--- src/rtl/ram_req_ctrl.sv ---
// ram_req_ctrl: request sequencer in front of a 64 KB asynchronous RAM.
// Each accepted single-beat read/write request becomes a registered
// SETUP -> ACCESS -> RECOVER pin sequence on chip_en/wr_en/rd_en/addr/data_in.
// The result (read data or write completion) goes out on a valid/ready
// response port. Completed reads and writes are counted with saturation.
//
// Ports:
//   clk, reset            clock; asynchronous active-low reset
//   req_valid/req_ready   request handshake (req_ready is combinational)
//   req_wr/addr/wdata     request payload
//   rsp_valid/rsp_ready   response handshake
//   rsp_wr, rsp_rdata     response payload (rdata is 0x00 for writes)
//   chip_en/wr_en/rd_en   RAM controls (registered)
//   addr, data_in         RAM address / write data (registered)
//   data_out              RAM read data
//   busy                  sequencer is not idle
//   rd_count, wr_count    saturating completion counters
module ram_req_ctrl #(
  parameter int SETUP_CYC  = 1,
  parameter int ACCESS_CYC = 2
) (
  input  logic        clk,
  input  logic        reset,
  input  logic        req_valid,
  output logic        req_ready,
  input  logic        req_wr,
  input  logic [15:0] req_addr,
  input  logic [7:0]  req_wdata,
  output logic        rsp_valid,
  input  logic        rsp_ready,
  output logic        rsp_wr,
  output logic [7:0]  rsp_rdata,
  output logic        chip_en,
  output logic        wr_en,
  output logic        rd_en,
  output logic [15:0] addr,
  output logic [7:0]  data_in,
  input  logic [7:0]  data_out,
  output logic        busy,
  output logic [15:0] rd_count,
  output logic [15:0] wr_count
);

  localparam int unsigned MAX_CYC = (SETUP_CYC > ACCESS_CYC) ? SETUP_CYC : ACCESS_CYC;
  localparam int unsigned CNT_W   = (MAX_CYC > 1) ? $clog2(MAX_CYC) : 1;

  // Phase lengths of zero would make the strobe sequence meaningless.
  if (SETUP_CYC < 1) begin : g_bad_setup
    $error("ram_req_ctrl: SETUP_CYC must be >= 1");
  end
  if (ACCESS_CYC < 1) begin : g_bad_access
    $error("ram_req_ctrl: ACCESS_CYC must be >= 1");
  end

  typedef enum logic [1:0] {
    IDLE    = 2'd0,
    SETUP   = 2'd1,
    ACCESS  = 2'd2,
    RECOVER = 2'd3
  } state_t;

  state_t           state;
  logic [CNT_W-1:0] cnt;
  logic             cur_wr;

  // A pending response blocks new requests: one transaction outstanding.
  assign req_ready = (state == IDLE) && !rsp_valid;
  assign busy      = (state != IDLE);

  // Sequencer: phase timing, RAM pins, response and counters.
  always_ff @(posedge clk or negedge reset) begin
    if (!reset) begin
      state     <= IDLE;
      cnt       <= '0;
      cur_wr    <= 1'b0;
      chip_en   <= 1'b0;
      wr_en     <= 1'b0;
      rd_en     <= 1'b0;
      addr      <= 16'h0000;
      data_in   <= 8'h00;
      rsp_valid <= 1'b0;
      rsp_wr    <= 1'b0;
      rsp_rdata <= 8'h00;
      rd_count  <= 16'h0000;
      wr_count  <= 16'h0000;
    end else begin
      if (rsp_valid && rsp_ready) begin
        rsp_valid <= 1'b0;
      end

      case (state)
        IDLE: begin
          if (req_valid && req_ready) begin
            state   <= SETUP;
            cnt     <= '0;
            cur_wr  <= req_wr;
            chip_en <= 1'b1;
            addr    <= req_addr;
            data_in <= req_wdata;
          end
        end

        SETUP: begin
          if (cnt == CNT_W'(SETUP_CYC - 1)) begin
            state <= ACCESS;
            cnt   <= '0;
            wr_en <= cur_wr;
            rd_en <= !cur_wr;
          end else begin
            cnt <= cnt + CNT_W'(1);
          end
        end

        ACCESS: begin
          if (cnt == CNT_W'(ACCESS_CYC - 1)) begin
            // Strobe ends here; read data is sampled while rd_en is still high.
            state     <= RECOVER;
            wr_en     <= 1'b0;
            rd_en     <= 1'b0;
            rsp_valid <= 1'b1;
            rsp_wr    <= cur_wr;
            rsp_rdata <= cur_wr ? 8'h00 : data_out;
            if (cur_wr) begin
              if (wr_count != 16'hFFFF) wr_count <= wr_count + 16'd1;
            end else begin
              if (rd_count != 16'hFFFF) rd_count <= rd_count + 16'd1;
            end
          end else begin
            cnt <= cnt + CNT_W'(1);
          end
        end

        RECOVER: begin
          // Hold cycle: addr/data_in stay put while chip_en is still asserted.
          state   <= IDLE;
          chip_en <= 1'b0;
        end

        default: state <= IDLE;
      endcase
    end
  end

endmodule

--- config.mk ---
export PLATFORM = sky130hd
export DESIGN_NAME = ram_req_ctrl
export DESIGN_NICKNAME = d
export VERILOG_FILES = /design/src/rtl/ram_req_ctrl.sv
export SDC_FILE = /design/constraint.sdc
export NUM_CORES = 1
export LEC_CHECK = 0
export ABC_AREA = 1
export BUFFER_PORTS_ARGS = -buffer_cell sky130_fd_sc_hd__buf_2
export CAP_MARGIN = 20
export CORE_MARGIN = 2
export CORE_UTILIZATION = 25
export CTS_CLUSTER_DIAMETER = 30
export DETAILED_ROUTE_END_ITERATION = 16
export PLACE_DENSITY = 0.55
export SLEW_MARGIN = 20
export SYNTH_ARGS = -nofsm -noshare
export SYNTH_HDL_FRONTEND = slang
export SYNTH_SLANG_ARGS = --single-unit
--- constraint.sdc ---
create_clock -name clk -period 4.6 [get_ports clk]
set_clock_uncertainty 0.1 [all_clocks]
set_input_delay 0.46 -clock clk [delete_from_list [all_inputs] [get_ports clk]]
set_output_delay 0.46 -clock clk [all_outputs]
set_load 0.05 [all_outputs]
Word-level counts from Yosys, hierarchy flattened
Cells that the tools add are included.
- register bits after elaboration: 73
- output and inout port bits: 71
- word-level logic and storage cells: 62
- add/subtract/negate cells: 3
- equal/unequal tests: 8
- multiplexer cells: 19
- bitwise gates (word level): 1
- reduce and logical (&&, ||, !) cells: 18
- operator list (operator ; count):
    16-bit by 1-bit adder with 16-bit output, second input constant ; 2
    16-bit != test, second input constant ; 2
    1-bit 2-to-1 mux ; 10
    8-bit 2-to-1 mux ; 1
    2-bit case mux with 4 select lines ; 1
    2-bit AND reduction ; 4
    4-bit AND reduction ; 2
    2-bit 2-to-1 mux ; 3
    1-bit case mux with 2 select lines ; 3
    3-bit AND reduction ; 2
    2-bit nonzero test ; 3
    2-bit equality test, second input constant ; 2
    2-bit != test, second input constant ; 2
    1-bit logical AND ; 3
    1-bit case mux with 3 select lines ; 1
    3-bit nonzero test ; 1
    2-bit by 1-bit equality test with 1-bit output, second input constant ; 1
    1-bit logical NOT ; 2
    2-bit logical NOT ; 1
    2-bit by 1-bit != test with 1-bit output, second input constant ; 1
    1-bit adder, second input constant ; 1
    1-bit inverter ; 1

Longest topological paths before layout
Gate-level depths: netlist (run 1).
- word-level depth: 5
- depth in mapped cells: 11

Least setup slack after synthesis (run 1)
OpenSTA, ideal clock, no wires.
- kind: reg2reg
- from: register state[0]
- to: register addr[10]
- library setup time: 0.125 ns
- arrival time: 1.854 ns
- required time: 4.375 ns
- slack: 2.521 ns
- stages on the path, launching flop included: 9
- buffers on the path: 2
- period minus slack after synthesis: 2.079 ns
- cell sequence: dfrtp_1 > inv_1 > ha_1 > inv_2 > nor2_4 > nand2_1 > buf_6 > buf_6 > mux2_4
- cells in the longest elaborated chain, start to end: 4
- ends and longest elaborated chain (item ; RTL line ; text):
    start, declared ; 62 ; state_t state;
    start signal, assigned ; 73 ; state <= IDLE;
    start signal, assigned ; 94 ; state <= SETUP;
    start signal, assigned ; 105 ; state <= ACCESS;
    2-bit logical NOT ; 67 ; assign req_ready = (state == IDLE) && !rsp_valid;
    1-bit logical AND ; 67 ;
    net req_ready ; 25 ; output logic req_ready,
    1-bit logical AND ; 93 ; if (req_valid && req_ready) begin
    2-bit AND reduction (no line) ; -- ;
    end signal, assigned ; 98 ; addr <= req_addr;
    end, declared ; 36 ; output logic [15:0] addr,
The timed path passes the listed nets, and every way through them passes these cells.
A chain may end at the register's enable or synchronous reset.

Worst setup path in the final report (run 1)
- from: register state[0]
- to: register addr[15]
- cells in the longest elaborated chain, start to end: 4
- ends and longest elaborated chain (item ; RTL line):
    2-bit logical NOT (*) ; 67, 91
    1-bit logical AND ; 67
    1-bit logical AND ; 93
    2-bit AND reduction (no line) (*) ; --
Every way passes the cells marked *; elsewhere a longest branch is shown, timed or not.

==> impl_results.md, run 1 <==
- Residual DRC count: 0
- Post-CTS resize count: 0
- Initial detailed-routing violation count: 102
- Slew at the pin with the worst max-slew slack: 0.956 ns
- Clk slew on worst S/H paths: 0.06 ns
- Worst Path Arrival: 2.43 ns
- Final Cycle Share: 50.3%
- Ant. Diodes: 0
- Minimum clock period: 2.32 ns
- Initial Utilization: 25.4%
- Hold_buf cts: 0
- Hold crit path type: input port to asynchronous set/reset pin
- PwrDens: 664 mW/mm²
- Dominant synthesized flop cell: dfrtp_1
- Row Count: 44
- Worst-Skew Late Latency: 0.33 ns
- Avg Cell Area, Syn: 9.30 µm²
- WP data required: 4.71 ns
- Post-synthesis cell type count: 34
- Post-CTS Setup Bufs: 0
- Total die area: 0.0157 mm²
- Cell with the most instances after synthesis: nand2_1
- Yosys top cell by area: dfrtp_1
- Avg Vias per Cell: 4.32
- Total power: 3.09 mW
- Placeable Area: 0.0145 mm²
- Final setup vio count: 0
- Wire per inst: 12.4 µm
- Final Wtd Congestion: 0.783
- FF+latch count, synth: 73
- H-tree depth: 3
- CTS buffer count: 9
- GR Overflow Total: 0
- Total Routing Usage GR: 11.3%
- Fillers: 1513
- Mapped Cells: 396
- Fin nets: 551
- Initial antenna violation count: 0
- Mapped Area: 0.00368 mm²
- Leakage: 2.40 nW
- Number of max-cap violations: 0
- Hold Fails Final Rpt: 0
- Largest net degree at the start of global routing: 74
- Slew Viols, Final: 0
- Rel. slew slack: 36.3%
- First-pass GRT wire length: 14300 µm
- Routed WL: 8600 µm
- TritonRoute pass-1 iters: 4
- RSZ-0062 raised after global routing: no
- Crit Path Max Fanout: 15
- Maximum clock path buffer count: 2
- Async S/R FF share, synth: 100%
- Synth top area cells: dfrtp_1, nand2_1, mux2_2
- Layout cells sized above 1: 32.5%
- Input/output buffers: 107
- DP Wirelength: 6180 µm
- DRT antenna net count: 0
- Vias in the first global route: 2891
- Die W: 125 µm
- Seq/Total Area, Yosys: 49.6%
- Syn Nets: 440
- Kind of critical path: flip-flop to flip-flop
- Root Driver: clkbuf_16
- Yosys top cell area share: 49.6%
- Maximum VDD drop: 0.000496 V
- Status: complete, no violations
- CP endpoint kind: flip-flop
- Critical path launch point type: flip-flop
- Via count: 3002
- Ys Warns: 0
- Die height: 125 µm
- Setup_tns: 0 ns
- I/O pin count: 108
- Top post-synthesis cells by count: nand2_1, dfrtp_1, inv_1
- CTS tree: done
- Clock Sinks: 73
- EDFF count, synth: 0
- F_max: 432 MHz
- P&R area growth vs syn: 26.4%
-- metrics by stage --
| stage | worst slack (ns) | cell area [µm²] | cells | hold slack, ns | util, % |
|---|---|---|---|---|---|
| 3_3_place_gp | 2.38 | 4370 | 680 | 0.369 | 30.2 |
| 4_1_cts | 2.25 | 4660 | 695 | 0.226 | 32.2 |
| 2_1_floorplan | 2.52 | 3680 | 396 | 0.0644 | - |
| 5_1_grt | 2.04 | 4660 | 695 | 0.238 | 32.2 |
| 3_5_place_dp | 2.27 | 4370 | 680 | 0.378 | 30.2 |
| 6_report | 2.28 | 4660 | 695 | 0.175 | 32.2 |
-- cells by family (layout without fill, tap and decap cells) --
| logic type | Yosys count | in the layout | share of synthesized area (%) |
|---|---|---|---|
| and+or+nand+nor | 215 | 215 | 27.1 |
| DFF | 73 | 73 | 49.6 |
| xor gates and xnor gates | 9 | 9 | 2.14 |
| buffers and inverters | 42 | 157 | 5.78 |
| AOI/OAI and AO/OA | 26 | 26 | 5.00 |
| adders and majority gates | 7 | 7 | 2.38 |
| muxes | 24 | 24 | 7.95 |
-- cell usage in the layout (no fill, tap or decap), drive strengths merged --
cell / instances
nand2: 144
buf: 108
dfrtp: 73
inv: 34
nor2: 34
mux2: 24
nand3: 18
clkbuf: 13
nand3b: 11
o21ai: 11
a22o: 8
nand4: 7
ha: 7
xor2: 6
a21oi: 4
xnor2: 3
o22ai: 2
a22oi: 1
and3: 1
clkinvlp: 1
clkinv: 1
-- per-layer routing --
metal | routed length, µm | part of all wire, % | up-vias | track usage [%]
li1 | - | - | 1500 | -
met1 | 4020 | 47 | 1424 | 14.3
met2 | 4070 | 47 | 67 | 18.3
met3 | 349 | 4.1 | 11 | 2.70
met4 | 158 | 1.8 | 0 | 5.10
met5 | 0 | 0 | - | 0
-- sequential cells by signal, summed over array words and instances, names as in the netlist --
| register | cells |
|---|---|
| rd_count | 16 |
| cnt | 1 |
| addr | 16 |
| rsp_valid | 1 |
| rsp_rdata | 8 |
| rsp_wr | 1 |
| wr_en | 1 |
| rd_en | 1 |
| data_in | 8 |
| state | 2 |
| wr_count | 16 |
| chip_en | 1 |
| cur_wr | 1 |
-- path summary, 6_finish.rpt --
kind / depth (start not counted) / slack (ns) / end / from
setup reg to reg: 7 / 2.28 / addr[15] / state[0]
hold / removal: 1 / 0.17 / addr[9] / reset
max in group asynchronous: 1 / 3.60 / data_in[6] / reset
min in group clk: 2 / 0.24 / rsp_rdata[3] / data_out[3]
hold reg to reg: 2 / 0.39 / rsp_wr / rsp_wr
setup / recovery: 7 / 2.28 / addr[15] / state[0]
-- worst max-delay path, cell delays in order, from the launching register on --
cell and delay, ns:
dfrtp_1 0.38, inv_1 0.09, ha_1 0.26, inv_2 0.10
nor2_4 0.03, nand2_1 0.49, buf_4 0.38, mux2_2 0.37
-- power by group --
group,switching [mW],leakage (nW),internal [mW]
Clock,0.268,0.138,0.406
Sequential,0.133,0.941,0.846
Combinational,1.04,1.32,0.393
Total,1.45,2.40,1.65
-- area by class of cell --
class	instances	area [µm²]	share of cell area, %
clock buffer	13	270	5.80
multi-input combinational	281	1640	35.3
sequential	73	1830	39.2
inverter	34	128	2.74
clock inverter	2	12.5	0.269
tap	184	230	4.94
timing repair buffer	108	546	11.7
(Power assumes the default switching activity.)
==> run 2, diff against run 1 <==
--- a/config.mk
+++ b/config.mk
@@ -12,7 +12,7 @@
 export CORE_UTILIZATION = 25
 export CTS_CLUSTER_DIAMETER = 30
 export DETAILED_ROUTE_END_ITERATION = 16
-export PLACE_DENSITY = 0.55
+export PLACE_DENSITY = 0.56
 export SLEW_MARGIN = 20
 export SYNTH_ARGS = -nofsm -noshare
 export SYNTH_HDL_FRONTEND = slang
==> constraint.sdc (replaced) <==
create_clock -name clk -period 2 [get_ports clk]
set_clock_uncertainty 0.1 [all_clocks]
set_input_delay 0.2 -clock clk [delete_from_list [all_inputs] [get_ports clk]]
set_output_delay 0.2 -clock clk [all_outputs]
set_load 0.05 [all_outputs]
==> impl_results.md, run 2 (synthesized netlist as in run 1, its figures left out) <==
- Root Driver: clkbuf_16
- Clk slew on worst S/H paths: 0.06 ns
- PwrDens: 1420 mW/mm²
- I/O pin count: 108
- Residual DRC count: 0
- Hold endpoint: cur_wr
- RSZ-0062 raised after global routing: no
- Final Cycle Share: 88.0%
- Dpl cells: 685
- Kind of critical path: flip-flop to flip-flop
- GR Overflow Total: 0
- Number of max-cap violations: 0
- Initial antenna violation count: 0
- Routed WL: 9120 µm
- Most common library cell in the layout ignoring fill and taps: nand2_1
- CP endpoint kind: flip-flop
- Final Wtd Congestion: 0.805
- Multi-input gate area in the final layout: 0.00167 mm²
- P&R area growth vs syn: 37.5%
- Fillers: 1484
- Leakage: 2.58 nW
- Initial Utilization: 25.4%
- Vias in the first global route: 3209
- Maximum clock path buffer count: 2
- Total Routing Usage GR: 12.1%
- WP data required: 2.12 ns
- H-tree depth: 3
- Input/output buffers: 107
- Hold Fails Final Rpt: 0
- Row Count: 44
- Layout cells sized above 1: 32.1%
- Largest net degree at the start of global routing: 43
- Status: complete, no violations
- CTS buffer count: 9
- DP Wirelength: 6190 µm
- Die height: 125 µm
- TritonRoute pass-1 iters: 4
- Min-Delay Path Depth: 3
- CTS tree: done
- F_max: 568 MHz
- Slew Viols, Final: 0
- Final Non-Filler Cells: 735
- Commonest non-fill, non-tap cells in the layout: nand2_1, buf_2, dfrtp_1
- Avg Vias per Cell: 4.30
- Hold crit path type: input port to flip-flop
- Worst-Skew Late Latency: 0.34 ns
- Start point of the worst hold path: req_wr
- Initial detailed-routing violation count: 115
- Critical path launch point type: flip-flop
- Worst Path Arrival: 1.88 ns
- Setup_tns: 0 ns
- Register-to-Register Path Depth: 9
- Crit Path Max Fanout: 12
- Maximum VDD drop: 0.00112 V
- Die W: 125 µm
- Via count: 3161
- Top Registers: addr x16, rd_count x16, wr_count x16
- R2R Path End: wr_count[1]
- Final setup vio count: 0
- Clock Sinks: 73
- Post-CTS Setup Bufs: 0
- Wire per inst: 12.4 µm
- Rel. slew slack: 69.5%
- DRT antenna net count: 0
- Slew at the pin with the worst max-slew slack: 0.456 ns
- Total die area: 0.0157 mm²
- Ant. Diodes: 0
- Seq. cell area: 0.00183 mm²
- Placeable Area: 0.0145 mm²
- R2R Path Start: state[0]
- FF-to-FF setup slack: 0.24 ns
- Fin nets: 591
- First-pass GRT wire length: 15400 µm
- Minimum clock period: 1.76 ns
-- run 2: cell types whose count changed in the layout (fill, tap and decap cells not counted), sizes merged --
cell	delta
dlygate4sd3	+34
buf	+5
clkinv	+3
clkbuf	-2
clkinvlp	-1
nand2	+1
-- run 2: worst max path at each step --
stage,start,endpoint,slack [ns]
floorplan,state[1],addr[10],0.04
global placement,state[0],wr_count[9],0.18
detailed placement,state[0],wr_count[1],0.11
CTS,state[0],wr_count[1],0.08
global route,state[0],wr_count[7],0.07
finish,state[0],wr_count[1],0.24
-- run 2: report_power, final --
group	total, mW	switching (mW)	internal [mW]
logic	3.46	2.44	1.02
clock network	1.46	0.604	0.857
registers	2.25	0.303	1.95
total	7.17	3.35	3.83
-- run 2: layer usage --
layer / share of wire (%) / GRT usage (%)
met4: 2.2 / 5.23
met1: 43 / 14.7
met5: 0 / 0
met3: 5.2 / 3.55
met2: 49 / 20.0
-- run 2: cell type report --
type,count,share of cell area [%]
Sequential cell,73,36.1
Multi-Input combinational cell,282,32.9
Timing Repair Buffer,147,18.7
Clock buffer,11,4.79
Tap cell,184,4.55
Inverter,34,2.57
Clock inverter,4,0.395
-- run 2: through the flow --
stage,hold WS (ns),area (µm²),util (%),setup WS (ns),total power [mW]
after floorplan,-0.196,3700,-,0.0372,4.92
after global placement,0.0746,4450,30.7,0.175,5.64
after detailed placement,0.0770,4450,30.7,0.107,5.70
after CTS,0.00903,5050,34.9,0.0846,7.26
after global routing,0.0568,5060,35.0,0.0722,7.58
final,0.0195,5060,35.0,0.241,7.17
-- run 2: what timing repair did --
item	in CTS	in global routing
hold buffers	34	0
hold endpoints to repair	64	0
gates resized for setup	0	2
endpoints found under the setup margin	0	6
-- run 2: critical path, cell delays in order (launching register included) --
cell and delay (ns):
dfrtp_1 0.40, inv_2 0.10, ha_1 0.22, nand2_2 0.11, nor2_2 0.15, nand2_2 0.13, nand2_4 0.17, inv_1 0.12
nand2_1 0.08, nand2_1 0.06
==> run 3, diff against run 2 <==
--- a/config.mk
+++ b/config.mk
@@ -9,10 +9,10 @@
 export BUFFER_PORTS_ARGS = -buffer_cell sky130_fd_sc_hd__buf_2
 export CAP_MARGIN = 20
 export CORE_MARGIN = 2
-export CORE_UTILIZATION = 25
+export CORE_UTILIZATION = 30
 export CTS_CLUSTER_DIAMETER = 30
 export DETAILED_ROUTE_END_ITERATION = 16
-export PLACE_DENSITY = 0.56
+export PLACE_DENSITY = 0.63
 export SLEW_MARGIN = 20
 export SYNTH_ARGS = -nofsm -noshare
 export SYNTH_HDL_FRONTEND = slang
==> impl_results.md, run 3 (synthesized netlist as in run 1, its figures left out) <==
- Fillers: 1190
- Minimum clock period: 1.76 ns
- Clock Sinks: 73
- Final Wtd Congestion: 0.816
- Clk slew on worst S/H paths: 0.06 ns
- Vias in the first global route: 3118
- R2R Path End: wr_count[7]
- CTS tree: done
- Most common library cell in the layout ignoring fill and taps: nand2_1
- DRT antenna net count: 0
- Flop pwr share: 30.2%
- R2R Path Start: state[0]
- Post-CTS Setup Bufs: 0
- Min-Delay Path Depth: 2
- Residual DRC count: 0
- Hold endpoint: rsp_rdata[2]
- CP endpoint kind: flip-flop
- Wire per inst: 13.1 µm
- CTS buffer count: 9
- Worst Path Arrival: 1.88 ns
- Placeable Area: 0.0120 mm²
- Top Registers: addr x16, rd_count x16, wr_count x16
- Max incr delay on CP: 0.42 ns
- Register-to-Register Path Depth: 9
- Hold WS: 0.00971 ns
- Slew at the pin with the worst max-slew slack: 0.501 ns
- Setup_tns: 0 ns
- First-pass GRT wire length: 14800 µm
- Clock share of power: 23.6%
- Layout cells sized above 1: 32.4%
- Total Routing Usage GR: 14.2%
- Cell Chain, Critical Path: inv_2, ha_1, nand2_2, nor2_2, nand2_2, nand2_4, inv_1, nand2_1, nand2_1
- Ant. Diodes: 0
- Number of max-cap violations: 0
- Initial detailed-routing violation count: 103
- Logic pwr share: 46.2%
- DP Wirelength: 6300 µm
- Buf/Inv on CP: 2
- Top delay family on crit path: simple AND/OR/NAND/NOR gates
- Multi-input gate area in the final layout: 0.00167 mm²
- Maximum clock path buffer count: 2
- PwrDens: 1490 mW/mm²
- Row Count: 40
- Core Util, Final: 42.1%
- Slew Viols, Final: 0
- Initial antenna violation count: 0
- Commonest non-fill, non-tap cells in the layout: nand2_1, buf_2, dfrtp_1
- Via count: 3171
- Avg Vias per Cell: 4.56
- Psw: 3.45 mW
- Largest net degree at the start of global routing: 43
- Worst-Skew Late Latency: 0.33 ns
- Die W: 115 µm
- Int Power: 4.07 mW
- Final setup vio count: 0
- Start point of the worst hold path: data_out[2]
- Routed WL: 9110 µm
- GR Overflow Total: 0
- Initial Utilization: 30.7%
- Root Driver: clkbuf_16
- Seq. cell area: 0.00183 mm²
- Hold Fails Final Rpt: 0
- WP data required: 2.13 ns
- F_max: 569 MHz
- Status: complete, no violations
- P&R area growth vs syn: 37.3%
- Crit Path Max Fanout: 12
- Kind of critical path: flip-flop to flip-flop
- Slowest-stage cell, CP: dfrtp_1
- Total die area: 0.0132 mm²
- Input/output buffers: 107
- Critical path launch point type: flip-flop
- Die height: 115 µm
- FF-to-FF setup slack: 0.24 ns
- Hold crit path type: input port to flip-flop
- Leakage: 2.59 nW
- Rel. slew slack: 66.5%
- TritonRoute pass-1 iters: 4
- I/O pin count: 108
- Fin nets: 588
- Final Cycle Share: 87.9%
- Maximum VDD drop: 0.000894 V
- Switching Fraction: 45.9%
- RSZ-0062 raised after global routing: no
- H-tree depth: 3
run 3: changes by cell type in the layout (fill, tap and decap cells not counted):
cell           before  now
clkinv_2            4    0
clkinv_4            0    4
bufinv_16           0    2
dlygate4sd3_1      34   32
buf_4               5    4
clkbuf_1            1    0
clkbuf_8            1    0
inv_6               0    1
run 3: power groups by stage:
stage                     sequential, mW  clock, mW  combinational (mW)
after detailed placement            2.28          0                3.44
after global routing                2.33       1.87                3.70
after CTS                           2.27       1.82                3.49
after global placement              2.26          0                3.39
after floorplan                     3.74          0                1.18
final                               2.27       1.78                3.47
run 3: area by class of cell:
class	count	share of cell area, %
clock buffer	9	4.45
inverter	34	2.57
sequential	73	36.1
timing repair buffer	144	18.2
clock inverter	7	2.05
multi-input combinational	282	33.0
tap	147	3.64
run 3: how the worst max path moves through the flow:
stage	endpoint	depth (start not counted)	startpoint	slack, ns
finish	wr_count[7]	9	state[0]	0.24
global route	wr_count[1]	9	state[0]	0.07
CTS	wr_count[7]	9	state[0]	0.06
detailed placement	wr_count[7]	9	state[0]	0.08
global placement	wr_count[11]	9	state[0]	0.18
floorplan	addr[10]	8	state[1]	0.04
run 3: what timing repair did:
item                                    CTS  global route
hold buffers                             32             0
endpoints found under the setup margin    0             6
hold endpoints to repair                 62             0
gates resized for setup                   0             2
run 3: per-layer routing:
metal,GRT usage [%],up-vias,part of all wire (%)
met5,0,-,0
met4,5.54,0,1.2
met2,23.5,69,50
li1,-,1572,-
met1,18.1,1521,44
met3,3.27,9,4.4
run 3: per-stage QoR:
stage / setup slack, ns / cell area [µm²] / power (mW) / std cells
5_1_grt: 0.0653 / 5060 / 7.90 / 696
2_1_floorplan: 0.0372 / 3700 / 4.92 / 396
3_5_place_dp: 0.0810 / 4400 / 5.72 / 647
3_3_place_gp: 0.184 / 4400 / 5.64 / 647
6_report: 0.242 / 5060 / 7.52 / 696
4_1_cts: 0.0636 / 5050 / 7.58 / 695
